File: src/rtl/fetch_pkg.sv
// Shared widths, sequencer state encoding and branch target arithmetic for the fetch sequencer.
package fetch_pkg;

  localparam int ADDR_W = 12;
  localparam int INS_W  = 19;

  typedef enum logic [1:0] {
    ST_IDLE = 2'd0,
    ST_RUN  = 2'd1,
    ST_HALT = 2'd2
  } fetch_state_e;

  // Offset is relative to the word after the presented instruction; wraps modulo 2^ADDR_W.
  function automatic logic [ADDR_W-1:0] branch_target(input logic [ADDR_W-1:0] ins_pc,
                                                      input logic [7:0]        offset);
    return ins_pc + ADDR_W'(1) + {{(ADDR_W-8){offset[7]}}, offset};
  endfunction

endpackage

File: src/rtl/fetch_pc_next.sv
// Next program-counter selection: jump over branch over sequential advance over hold.
module fetch_pc_next
  import fetch_pkg::*;
(
  input  logic              run,
  input  logic              advance,
  input  logic [ADDR_W-1:0] pc,
  input  logic [ADDR_W-1:0] ins_pc,
  input  logic              jump_req,
  input  logic [ADDR_W-1:0] jump_target,
  input  logic              branch_req,
  input  logic [7:0]        branch_offset,
  output logic [ADDR_W-1:0] pc_nxt,
  output logic              redirect
);

  always_comb begin
    pc_nxt   = pc;
    redirect = 1'b0;
    if (run) begin
      if (jump_req) begin
        pc_nxt   = jump_target;
        redirect = 1'b1;
      end else if (branch_req) begin
        pc_nxt   = branch_target(ins_pc, branch_offset);
        redirect = 1'b1;
      end else if (advance) begin
        pc_nxt   = pc + ADDR_W'(1);
      end
    end
  end

endmodule

File: src/rtl/fetch_sequencer.sv
// Program counter and fetch controller feeding decode through a valid/ready instruction register.
// Build option FETCH_HALT_ON_ZERO_EN: an all-zero fetched word stops the sequencer in HALT.
//
// state   | meaning
// IDLE    | after reset, waiting for start; nothing captured
// RUN     | fetching one word per cycle when the output register is free
// HALT    | zero word seen; pc frozen, only rst leaves
module fetch_sequencer #(
  parameter int                ADDR_W   = 12,
  parameter int                INS_W    = 19,
  parameter logic [ADDR_W-1:0] RESET_PC = '0
) (
  input  logic              clk,
  input  logic              rst,
  input  logic              start,
  output logic [ADDR_W-1:0] imem_addr,
  input  logic [INS_W-1:0]  imem_data,
  output logic [INS_W-1:0]  ins_out,
  output logic [ADDR_W-1:0] ins_pc,
  output logic              ins_valid,
  input  logic              ins_ready,
  input  logic              jump_req,
  input  logic [ADDR_W-1:0] jump_target,
  input  logic              branch_req,
  input  logic [7:0]        branch_offset,
  output logic              halted
);
  import fetch_pkg::*;

  fetch_state_e      state, state_nxt;
  logic [ADDR_W-1:0] pc, pc_nxt;
  logic              load, zero_word, advance, capture, redirect;

  assign imem_addr = pc;

  fetch_pc_next u_pc_next (
    .run           (state == ST_RUN),
    .advance       (advance),
    .pc            (pc),
    .ins_pc        (ins_pc),
    .jump_req      (jump_req),
    .jump_target   (jump_target),
    .branch_req    (branch_req),
    .branch_offset (branch_offset),
    .pc_nxt        (pc_nxt),
    .redirect      (redirect)
  );

  always_comb begin
    state_nxt = state;
    load      = 1'b0;
    zero_word = 1'b0;
    advance   = 1'b0;
    capture   = 1'b0;
    case (state)
      ST_IDLE: if (start) state_nxt = ST_RUN;
      ST_RUN: begin
        load = !ins_valid || ins_ready;
`ifdef FETCH_HALT_ON_ZERO_EN
        zero_word = load && (imem_data == '0);
`endif
        advance = load && !zero_word;
        capture = advance && !redirect;
        // A redirect in the same cycle overrides the halt.
        if (zero_word && !redirect) state_nxt = ST_HALT;
      end
      ST_HALT: state_nxt = ST_HALT;
      default: state_nxt = ST_IDLE;
    endcase
  end

  always_ff @(posedge clk) begin
    if (rst) begin
      state     <= ST_IDLE;
      pc        <= RESET_PC;
      ins_out   <= '0;
      ins_pc    <= '0;
      ins_valid <= 1'b0;
    end else begin
      state <= state_nxt;
      pc    <= pc_nxt;
      if (capture) begin
        ins_out   <= imem_data;
        ins_pc    <= pc;
        ins_valid <= 1'b1;
      end else if (state != ST_RUN || redirect || load) begin
        ins_valid <= 1'b0;
      end
    end
  end

`ifdef FETCH_HALT_ON_ZERO_EN
  assign halted = (state == ST_HALT);
`else
  assign halted = 1'b0;
`endif

endmodule

File: config.mk
export PLATFORM = sky130hd
export DESIGN_NAME = fetch_sequencer
export DESIGN_NICKNAME = d
export VERILOG_FILES = /design/src/rtl/fetch_pkg.sv /design/src/rtl/fetch_pc_next.sv /design/src/rtl/fetch_sequencer.sv
export SDC_FILE = /design/constraint.sdc
export NUM_CORES = 1
export LEC_CHECK = 0
export CORE_UTILIZATION = 36
export CTS_BUF_LIST = sky130_fd_sc_hd__clkbuf_8 sky130_fd_sc_hd__clkbuf_16
export DETAILED_ROUTE_END_ITERATION = 10
export MAX_ROUTING_LAYER = met4
export PLACE_DENSITY = 0.73
export SLEW_MARGIN = 20
export SYNTH_ARGS = -nofsm -noshare
export SYNTH_HDL_FRONTEND = slang
export SYNTH_SLANG_ARGS = --single-unit
File: constraint.sdc
create_clock -name clk -period 2.65 [get_ports clk]
set_input_delay 0.3975 -clock clk [delete_from_list [all_inputs] [get_ports clk]]
set_output_delay 0.3975 -clock clk [all_outputs]
set_load 0.03 [all_outputs]
# Word level (Yosys, flattened, before mapping)
# Cells that the tools add are included.
# op_classes
addsub	3
eq_ne	4
mux	12
bitwise	1
n_reduce_logical	11
# ops
op	n
$mux W12	3
$add A12 B1 Y12 const B	2
$add A12 B12 Y12	1
$mux W1	7
$pmux W2 S3	1
$reduce_and A2 Y1	2
$logic_or A1 B1 Y1	3
$reduce_bool A3 Y1	1
$eq A2 B1 Y1 const B	1
$eq A2 B2 Y1 const B	1
$logic_not A1 Y1	2
$logic_not A2 Y1	1
$mux W2	1
$ne A2 B1 Y1 const B	1
$ne A2 B2 Y1 const B	1
$reduce_bool A2 Y1	1
$logic_and A1 B1 Y1	1
$not A1 Y1	1
# word_totals
reg_bits	46
out_inout_bits	45

# Logic depth before layout (Yosys ltp)
# Gate-level depths: netlist (run 1).
# depth
word_depth	7
mapped_depth	9

# Cells and area by module
# A second synthesis (run 1) with hierarchy kept.
# hier_totals
hier_cells	351
area_unflattened_um2	2974.1
# by_module_without_submodules
module	n_inst	cells_per_inst	area_each_um2	seq_area_each_um2
fetch_sequencer	1	173	1836.8	920.9
fetch_pc_next	1	178	1137.3	0.0

# Least setup slack after synthesis (run 1)
# No wires, ideal clock.
# synth_path
kind	register -> register
from	reg ins_pc[0]
to	reg pc[10], in the netlist imem_addr[10]
setup_time_ns	0.096
arrival_ns	2.212
required_time_ns	2.554
path_slack_ns	0.343
path_stages_with_launch	10
path_buffers	0
cell_sequence	dfxtp_1 > inv_1 > ha_1 > fa_1 > nor2b_1 > o31a_1 > o31a_1 > nor4b_1 > nor3_1 > o41ai_2
# synth_between
elab_chain_cells	4
# synth_rtl
element	line_no	text
start, declared	fetch_sequencer.sv:19	output logic [ADDR_W-1:0] ins_pc,
start signal, assigned	fetch_sequencer.sv:84	ins_pc <= pc;
$add A12 B1 Y12	fetch_pkg.sv:16	return ins_pc + ADDR_W'(1) + {{(ADDR_W-8){offset[7]}}, offset};
$add A12 B12 Y12	fetch_pkg.sv:16	
$mux W12	fetch_pc_next.sv:24	end else if (branch_req) begin
$mux W12	fetch_pc_next.sv:21	if (jump_req) begin
end signal, assigned	fetch_sequencer.sv:81	pc <= pc_nxt;
end, declared	fetch_sequencer.sv:31	logic [ADDR_W-1:0] pc, pc_nxt;
# No other way between the ends.
# A chain may end at the register's enable or synchronous reset.

# Worst setup path after layout (run 1)
# layout_path
from	in branch_offset[0]
to	reg pc[10], in the netlist imem_addr[10]
# layout_between
elab_chain_cells	3
# layout_rtl
element	line_no	text
start, declared	fetch_sequencer.sv:25	input logic [7:0] branch_offset,
$add A12 B12 Y12	fetch_pkg.sv:16	
$mux W12	fetch_pc_next.sv:24	
$mux W12	fetch_pc_next.sv:21	
# No other way between the ends.

==> impl_results.md, run 1 <==
* Pre-CTS WS at -0.0648 ns
* Clk Latency, worst-skew pair at approximately 0.31 ns
* RSZ-0062 raised after global routing: no
* Startpoint Class: input pin
* Pre-antenna DRT Iters at 4
* Setup violators final at 0
* Sequential fraction of the synthesis area at 34.8%
* Most common cell in the netlist: nand2_1
* Clk Tree Root Cell: clkbuf_8
* Post-synthesis cell area at approximately 2600 sq um
* R2r startpoint: ins_pc[0]$_SDFFE_PP0P_
* Max_cap viols at 0
* CTS-repair resized insts at 0
* Yosys top cell by area: dfxtp_1
* Post-synth top flop: dfxtp_1
* Post-synth top area share at 34.8%
* Worst Path Max Fanout at 3
* Critical path startpoint: branch_offset[0]
* Post-DP HPWL at 5.73 mm
* Vias in the first global route at 2579
* Core footprint at between 6000 and 7000 sq um
* Post-Layout Cell Count at 549
* Final hold violations at 0
* CTS tree: built
* Wl on met1 at 3.49 mm
* Setup TNS at 0 ns
* Most frequent cells after synthesis: nand2_1, a21oi_1, dfxtp_1
* Total CTS buffers at 5
* Syn_nets at 414
* Grt ovf at 0
* FF+latch count, synth at 46
* Post-route setup slack at 0.268 ns
* PD cells at 414 nW/um^2
* Full die area at 7700 sq um
* Area contributors post-synth: dfxtp_1, nand2_1, a21oi_1
* Mapped Avg Cell Area at 7.44 sq um
* Clk sinks at 46
* Final WL at 7.45 mm
* Gr usage total at 20.5%
* First-pass GRT wire length at 11.9 mm
* Largest net degree at the start of global routing at 24
* Asr flop ratio synth at 0%
* Placed cell count at around 540
* Synth Warn # at 0
* Crit Path Category: input pin to register
* Worst Hold Class: register to register
* # port buffers at 88
* Lkg Pwr at approximately 1.4 nW
* Bufs on Longest Clock Path at 2
* Worst ir drop on vdd at 0.273 mV
* Via count at 2789
* CP required at ~2.9 ns
* Drc violations at 0
* EDFF count, synth at 0
* Hold Slack at 0.446 ns
* Initial drt markers at 124
* Status: completed
* Yosys cell types at 50
* Top-level I/O count at 90
* Fin. max-slew vios at 0
* Met2 WL at 3.50 mm
* Min Tclk post-route at 2.38 ns
* Initial core utilization at 38.1%
* Clock transition at the registers of the reported paths at 0.10 ns
* Max Used Layer: met4
* Initial antenna violation count at 0
* Antenna viol nets, final at 0
* Gpl congestion at 0.851
* Worst-margin pin slew at 0.550 ns
* Width of the die at 87.8 um
* Setup Skew at about 0.0053 ns
* Routed len/inst at 13.6 um
* Post-Syn Instances at 356
* Share of cells above drive strength 1 at 9.71%
* Worst reg2reg path depth at 9
* # Post-CTS Setup Buffers at 0
* Layout net count at 510
* H-Tree Depth at 2
* Met3 Wirelength at 421 um
* F_max at 420 MHz
* Slew HR at 63.2%
* R2R Path End: imem_addr[10]$_SDFFE_PP0P_
* Inserted Diodes at 0
* Synth-to-layout area growth at 44.1%
* Via-to-Cell Ratio at around 5.1
* CP Data Arrival Time at about 2.6 ns
* Hold_sp: state[0]$_SDFFE_PP0P_
* Crit end category: register
* Die height at 87.8 um
* Reg2reg setup slack at 0.39 ns
* Post-CTS Hold Buffers at 0
* Worst setup endpoint: imem_addr[10]$_SDFFE_PP0P_
* Final period util at 89.9%
* Rows at 30
## placed cells by master, fill, tap and decap left out, types with 2 or more instances in the layout
master	Yosys	layout
clkdlybuf4s50_1	0	88
nand2_1	85	85
a21oi_1	53	53
dfxtp_1	46	46
nor2_1	25	24
buf_4	3	24
o21ai_0	14	14
ha_1	12	12
nor3_1	8	8
inv_1	6	6
xnor2_1	6	6
nand3_1	6	6
xor2_1	6	6
o21a_1	6	6
a211oi_1	5	5
clkbuf_8	0	5
nor2b_1	4	4
nand2b_1	3	3
mux2_2	3	3
nand4_1	3	3
a41oi_1	3	3
o31a_1	3	3
nor3b_1	2	2
a22oi_1	2	2
o21ai_1	2	2
and4_1	2	2
nor4_1	2	2
nor3_2	2	2
nor4b_1	2	2
o211ai_1	2	2
o22ai_1	2	2
clkinvlp_4	0	2
## worst max-delay path, stage by stage
cell             delay, ns
clkdlybuf4s50_1       0.45
inv_1                 0.04
ha_1                  0.20
fa_1                  0.40
nor2b_1               0.17
o31a_1                0.20
o31a_1                0.16
nor4b_1               0.24
nor3_1                0.10
o41ai_2               0.26
## worst min-delay path by stage
stage | slack, ns | depth (start not counted) | end
floorplan | 0.41 | 1 | state[1]$_SDFFE_PP0P_
global placement | 0.43 | 1 | state[1]$_SDFFE_PP0P_
detailed placement | 0.43 | 1 | state[0]$_SDFFE_PP0P_
CTS | 0.45 | 1 | state[0]$_SDFFE_PP0P_
global route | 0.47 | 2 | ins_out[8]$_SDFFE_PP0P_
finish | 0.45 | 1 | state[1]$_SDFFE_PP0P_
## layer usage
layer | global-route usage [%] | up-vias
met5 | - | -
met4 | 5.37 | 0
met3 | 3.30 | 5
met2 | 32.3 | 74
met1 | 27.2 | 1281
li1 | - | 1429
## metrics by stage
step | area (sq um) | total power, W | utilization, %
floorplan | 2650 | 0.000964 | -
global route | 3810 | 0.00166 | 54.9
CTS | 3810 | 0.00160 | 54.9
global placement | 3720 | 0.00114 | 53.6
detailed placement | 3720 | 0.00114 | 53.6
finish | 3810 | 0.00158 | 54.9
## cell families (layout without fill, tap and decap cells)
group	Yosys count	count (layout)	synth area share [%]
flops	46	46	34.8
buf+inv	30	127	5.10
xor+xnor	12	12	3.97
other cells	1	1	0.142
mux	3	3	1.28
fa+ha+maj	13	13	6.43
compound gates	102	102	23.2
simple gates	149	149	25.1
## cell type report
cell class,count,area (sq um)
tap,96,120
fill,681,3130
sequential,46,921
multi-input combinational,280,1590
clock buffer,5,68.8
timing repair buffer,112,1060
clock inverter,3,23.8
inverter,7,26.3
## registers in the layout, summed over array words and instances (netlist names)
signal	flops
ins_out	19
imem_addr	12
ins_pc	12
state	2
ins_valid	1
## report_power, final
group	leakage, nW	switching (W)	internal (W)
combinational	0.964	0.000188	0.000184
sequential	0.374	0.0000336	0.000716
clock	0.0408	0.000269	0.000189
total	1.38	0.000491	0.00109
No activity file was read; power rests on OpenSTA's default activity.
==> run 2: changes to the inputs <==
==> constraint.sdc (replaced) <==
create_clock -name clk -period 2.98 [get_ports clk]
set_input_delay 0.447 -clock clk [delete_from_list [all_inputs] [get_ports clk]]
set_output_delay 0.447 -clock clk [all_outputs]
set_load 0.03 [all_outputs]
==> impl_results.md, run 2 (synthesized netlist as in run 1, its figures left out) <==
* Status: completed
* Final WL at 7.46 mm
* Max_cap viols at 0
* Top-level I/O count at 90
* Int Pwr at between 0.0009 and 0.001 W
* Clk Latency, worst-skew pair at 0.30 ns
* Top reg by flops: ins_out
* Commonest non-fill, non-tap cell in the layout: clkdlybuf4s50_1
* Vias in the first global route at around 2.6k
* Routed len/inst at 13.9 um
* Gr usage total at 20.9%
* Crit end category: register
* Inserted Diodes at 0
* RSZ-0062 raised after global routing: no
* Hold Path Depth at 1
* Proportion of power drawn by flip-flops and latches at approximately half
* Clock power share at 28.7%
* Gpl congestion at 0.859
* Layout net count at approximately 500
* Bufs on Longest Clock Path at 2
* Final hold violations at 0
* F_max at 394 MHz
* Setup violators final at 0
* Largest net degree at the start of global routing at 19
* CP Data Arrival Time at 2.76 ns
* First-pass GRT wire length at 12.3 mm
* PD cells at 373 nW/um^2
* Share of cells above drive strength 1 at 7.05%
* Most frequent cells in the layout: clkdlybuf4s50_1, nand2_1, a21oi_1
* Via count at ~2.8k
* Hold Slack at 0.445 ns
* Worst-margin pin slew at between 0.5 and 0.6 ns
* H-Tree Depth at 2
* Pre-antenna DRT Iters at 4
* Startpoint Class: input pin
* Worst Hold End: state[1]$_SDFFE_PP0P_
* Clock transition at the registers of the reported paths at about 0.090 ns
* Final period util at 85.2%
* Initial core utilization at 38.1%
* Synth-to-layout area growth at 40.3%
* Crit Path Category: input pin to register
* R2R Path End: imem_addr[10]$_SDFFE_PP0P_
* Total CTS buffers at 5
* Die height at 87.8 um
* Post-CTS Hold Buffers at 0
* Initial drt markers at about 110
* Core footprint at 6940 sq um
* CP required at 3.20 ns
* Setup Skew at ~0.0045 ns
* R2r startpoint: ins_pc[0]$_SDFFE_PP0P_
* Width of the die at 87.8 um
* Max reg flops at 19
* Full die area at 7700 sq um
* CTS tree: built
* Via-to-Cell Ratio at around 5.2
* Worst Hold Class: register to register
* Initial antenna violation count at 0
* Reg2reg setup slack at 0.64 ns
* Worst reg2reg path depth at 9
* Post-DP HPWL at 5.64 mm
* # port buffers at 88
* Drc violations at 0
* Slew HR at 61.4%
* Fin. max-slew vios at 0
* Grt ovf at 0
* Switching Fraction at just over 30%
* Setup TNS at 0 ns
* Rows at 30
* Comb power frac at 23.1%
* Antenna viol nets, final at 0
* Clk sinks at 46
* Lkg Pwr at about 1.3 nW
* Worst Path Max Fanout at 3
* # fillers at 680
* Hold_sp: state[0]$_SDFFE_PP0P_
* # Post-CTS Setup Buffers at 0
* Clk Tree Root Cell: clkbuf_8
* CTS-repair resized insts at 0
* Worst ir drop on vdd at 0.211 mV
* Sw power at 0.000429 W
* Min Tclk post-route at 2.54 ns
-- run 2: layout make-up --
cell class                      instances  area (sq um)  share of cell area, %
Sequential cell                        46           921                   24.8
Clock inverter                          3          21.3                  0.573
Tap cell                               96           120                   3.23
Inverter                                7          26.3                  0.707
Multi-Input combinational cell        280          1590                   42.9
Clock buffer                            5          68.8                   1.85
Timing Repair Buffer                   99           963                   25.9
-- run 2: per-layer routing --
metal | vias up | GRT usage (%) | routed length, um | part of all wire [%]
met2 | 76 | 33.1 | 3530 | 47
met5 | - | - | 0 | 0
met3 | 9 | 3.30 | 375 | 5.0
met1 | 1277 | 28.1 | 3470 | 46
li1 | 1408 | - | - | -
met4 | 0 | 4.47 | 82 | 1.1
-- run 2: power groups by stage --
| stage | Sequential [W] | Clock (W) | Combinational [W] |
|---|---|---|---|
| 2_1_floorplan | 0.000713 | 0 | 0.000144 |
| 3_3_place_gp | 0.000680 | 0 | 0.000317 |
| 3_5_place_dp | 0.000680 | 0 | 0.000320 |
| 4_1_cts | 0.000666 | 0.000409 | 0.000322 |
| 5_1_grt | 0.000671 | 0.000431 | 0.000349 |
| 6_report | 0.000666 | 0.000398 | 0.000320 |
-- run 2: worst max-delay path: stages --
cell and delay (ns):
clkdlybuf4s50_1 0.45, inv_1 0.04, ha_1 0.20, fa_1 0.41, nor2b_1 0.18, o31a_1 0.22
o31a_1 0.21, nor4b_1 0.25, nor3_1 0.10, o41ai_2 0.26
-- run 2: how the worst max path moves through the flow --
stage	from	endpoint	slack, ns	cells after the start
3_3_place_gp	branch_offset[0]	imem_addr[10]$_SDFFE_PP0P_	0.17	10
3_5_place_dp	branch_offset[0]	imem_addr[10]$_SDFFE_PP0P_	0.13	10
6_report	branch_offset[0]	imem_addr[10]$_SDFFE_PP0P_	0.44	10
5_1_grt	branch_offset[0]	imem_addr[10]$_SDFFE_PP0P_	0.28	10
2_1_floorplan	ins_pc[0]$_SDFFE_PP0P_	imem_addr[10]$_SDFFE_PP0P_	0.67	9
4_1_cts	branch_offset[0]	imem_addr[10]$_SDFFE_PP0P_	0.44	10
-- run 2: stage by stage --
stage | instances | total power (W) | utilization (%) | cell area (sq um) | setup WS, ns
6_report | 536 | 0.00138 | 53.5 | 3710 | 0.440
3_5_place_dp | 528 | 0.00100 | 52.2 | 3620 | 0.126
4_1_cts | 536 | 0.00140 | 53.5 | 3710 | 0.436
5_1_grt | 536 | 0.00145 | 53.5 | 3710 | 0.280
2_1_floorplan | 356 | 0.000857 | - | 2650 | 0.673
3_3_place_gp | 528 | 0.000997 | 52.2 | 3620 | 0.169
==> run 3: changes to the inputs <==
--- a/config.mk
+++ b/config.mk
@@ -10,7 +10,9 @@
 export DETAILED_ROUTE_END_ITERATION = 10
 export MAX_ROUTING_LAYER = met4
 export PLACE_DENSITY = 0.73
+export RECOVER_POWER = 25
 export SLEW_MARGIN = 20
 export SYNTH_ARGS = -nofsm -noshare
 export SYNTH_HDL_FRONTEND = slang
 export SYNTH_SLANG_ARGS = --single-unit
+export TNS_END_PERCENT = 30
==> impl_results.md, run 3 (synthesized netlist as in run 1, its figures left out) <==
* Rows at 30
* CP Data Arrival Time at 2.75 ns
* Routed len/inst at 13.9 um
* Total CTS buffers at 5
* # port buffers at between 80 and 90
* Reg2reg setup slack at between 0.6 and 0.7 ns
* Bufs on Longest Clock Path at 2
* Clock transition at the registers of the reported paths at 0.09 ns
* Clk Latency, worst-skew pair at 0.30 ns
* Most frequent cells in the layout: nand2_1, clkdlybuf4s50_1, a21oi_1
* Inserted Diodes at 0
* Top cell family by delay on the critical path: compound AO/OA/AOI/OAI gates
* Initial drt markers at 118
* CTS-repair resized insts at 0
* Seq. cell area at 921 sq um
* Cells along the critical path: clkdlybuf4s50_1 > inv_1 > ha_1 > fa_1 > nor2b_1 > o31a_1 > o31a_1 > nor4b_1 > nor3_1 > o41ai_2
* Worst Hold Class: register to register
* Synth-to-layout area growth at 40.2%
* Share of cells above drive strength 1 at 6.82%
* CTS tree: built
* Initial antenna violation count at 0
* RSZ-0062 raised after global routing: no
* Top-level I/O count at 90
* Setup Skew at 0.00335 ns
* Via count at 2771
* Via-to-Cell Ratio at 5.17
* First-pass GRT wire length at between 10 and 15 mm
* CP required at roughly 3.2 ns
* Top reg by flops: ins_out
* Layout net count at slightly below 500
* Commonest non-fill, non-tap cell in the layout: nand2_1
* Final Util at 53.4%
* Core footprint at 6940 sq um
* Max_cap viols at 0
* Worst Path Max Fanout at 3
* # fillers at just under 700
* H-Tree Depth at 2
* Width of the die at about 90 um
* Status: completed
* Slew HR at 43.1%
* Gpl congestion at 0.859
* Worst-margin pin slew at 0.853 ns
* Full die area at 7700 sq um
* Post-route setup slack at 0.444 ns
* Drc violations at 0
* Die height at 87.8 um
* CP max-delay cell: clkdlybuf4s50_1
* Initial core utilization at 38.1%
* Post-DP HPWL at about 5.6 mm
* Startpoint Class: input pin
* Crit Path Category: input pin to register
* Grt ovf at 0
* Pre-antenna DRT Iters at 4
* Min Tclk post-route at 2.54 ns
* Final hold violations at 0
* Setup TNS at 0 ns
* CP peak stage delay at 0.45 ns
* Setup violators final at 0
* Clk sinks at 46
* Final WL at between 7 and 8 mm
* Lkg Pwr at 1.38 nW
* F_max at 394 MHz
* Antenna viol nets, final at 0
* Final period util at between 80% and 90%
* PD cells at roughly 370 nW/um^2
* Gr usage total at between 20% and 30%
* Worst path most repeated cell: o31a_1
* # Post-CTS Setup Buffers at 0
* Hold Slack at 0.445 ns
* Post-CTS Hold Buffers at 0
* Worst ir drop on vdd at 0.211 mV
* Fin. max-slew vios at 0
* Pre-CTS WS at roughly 0.13 ns
* Clk Tree Root Cell: clkbuf_8
* Largest net degree at the start of global routing at 19
* Multi-input logic area at 1590 sq um
* Crit end category: register
* Crit path buf inv count at 2
* Vias in the first global route at approximately 2.6k
* Max reg flops at 19
[run 3: cell count changes in the layout (fill, tap and decap cells not counted), sizes merged]
cell           delta
buf               -1
clkbuf            +1
dlygate4sd3      +19
clkdlybuf4s50    -19
[run 3: worst paths after layout]
check	start	end	cells after the start
setup reg to reg	ins_pc[0]$_SDFFE_PP0P_	imem_addr[10]$_SDFFE_PP0P_	9
setup / recovery	branch_offset[0]	imem_addr[10]$_SDFFE_PP0P_	10
hold / removal	state[0]$_SDFFE_PP0P_	state[1]$_SDFFE_PP0P_	1
hold reg to reg	state[0]$_SDFFE_PP0P_	state[1]$_SDFFE_PP0P_	1
[run 3: stage by stage]
step           total power, W  std cells  instance area (sq um)
6_report              0.00138        536                   3710
2_1_floorplan        0.000857        356                   2650
5_1_grt               0.00145        536                   3710
3_5_place_dp          0.00100        528                   3620
4_1_cts               0.00140        536                   3710
3_3_place_gp         0.000997        528                   3620
[run 3: routing by layer]
metal	track usage, %	share of wire [%]
met1	28.1	45
met2	33.1	47
met3	3.30	6.6
met4	4.47	1.1
met5	-	0
[run 3: power by group]
part | total, W | internal [W] | leakage (nW) | switching (W)
Combinational | 0.000317 | 0.000151 | 0.959 | 0.000166
Sequential | 0.000666 | 0.000637 | 0.374 | 0.0000291
Clock | 0.000397 | 0.000165 | 0.0441 | 0.000232
[run 3: cell type report]
class,count,area share (%)
sequential,46,24.8
clock buffer,5,1.85
tap,96,3.24
inverter,7,0.708
timing repair buffer,99,25.9
clock inverter,3,0.573
multi-input combinational,280,43.0
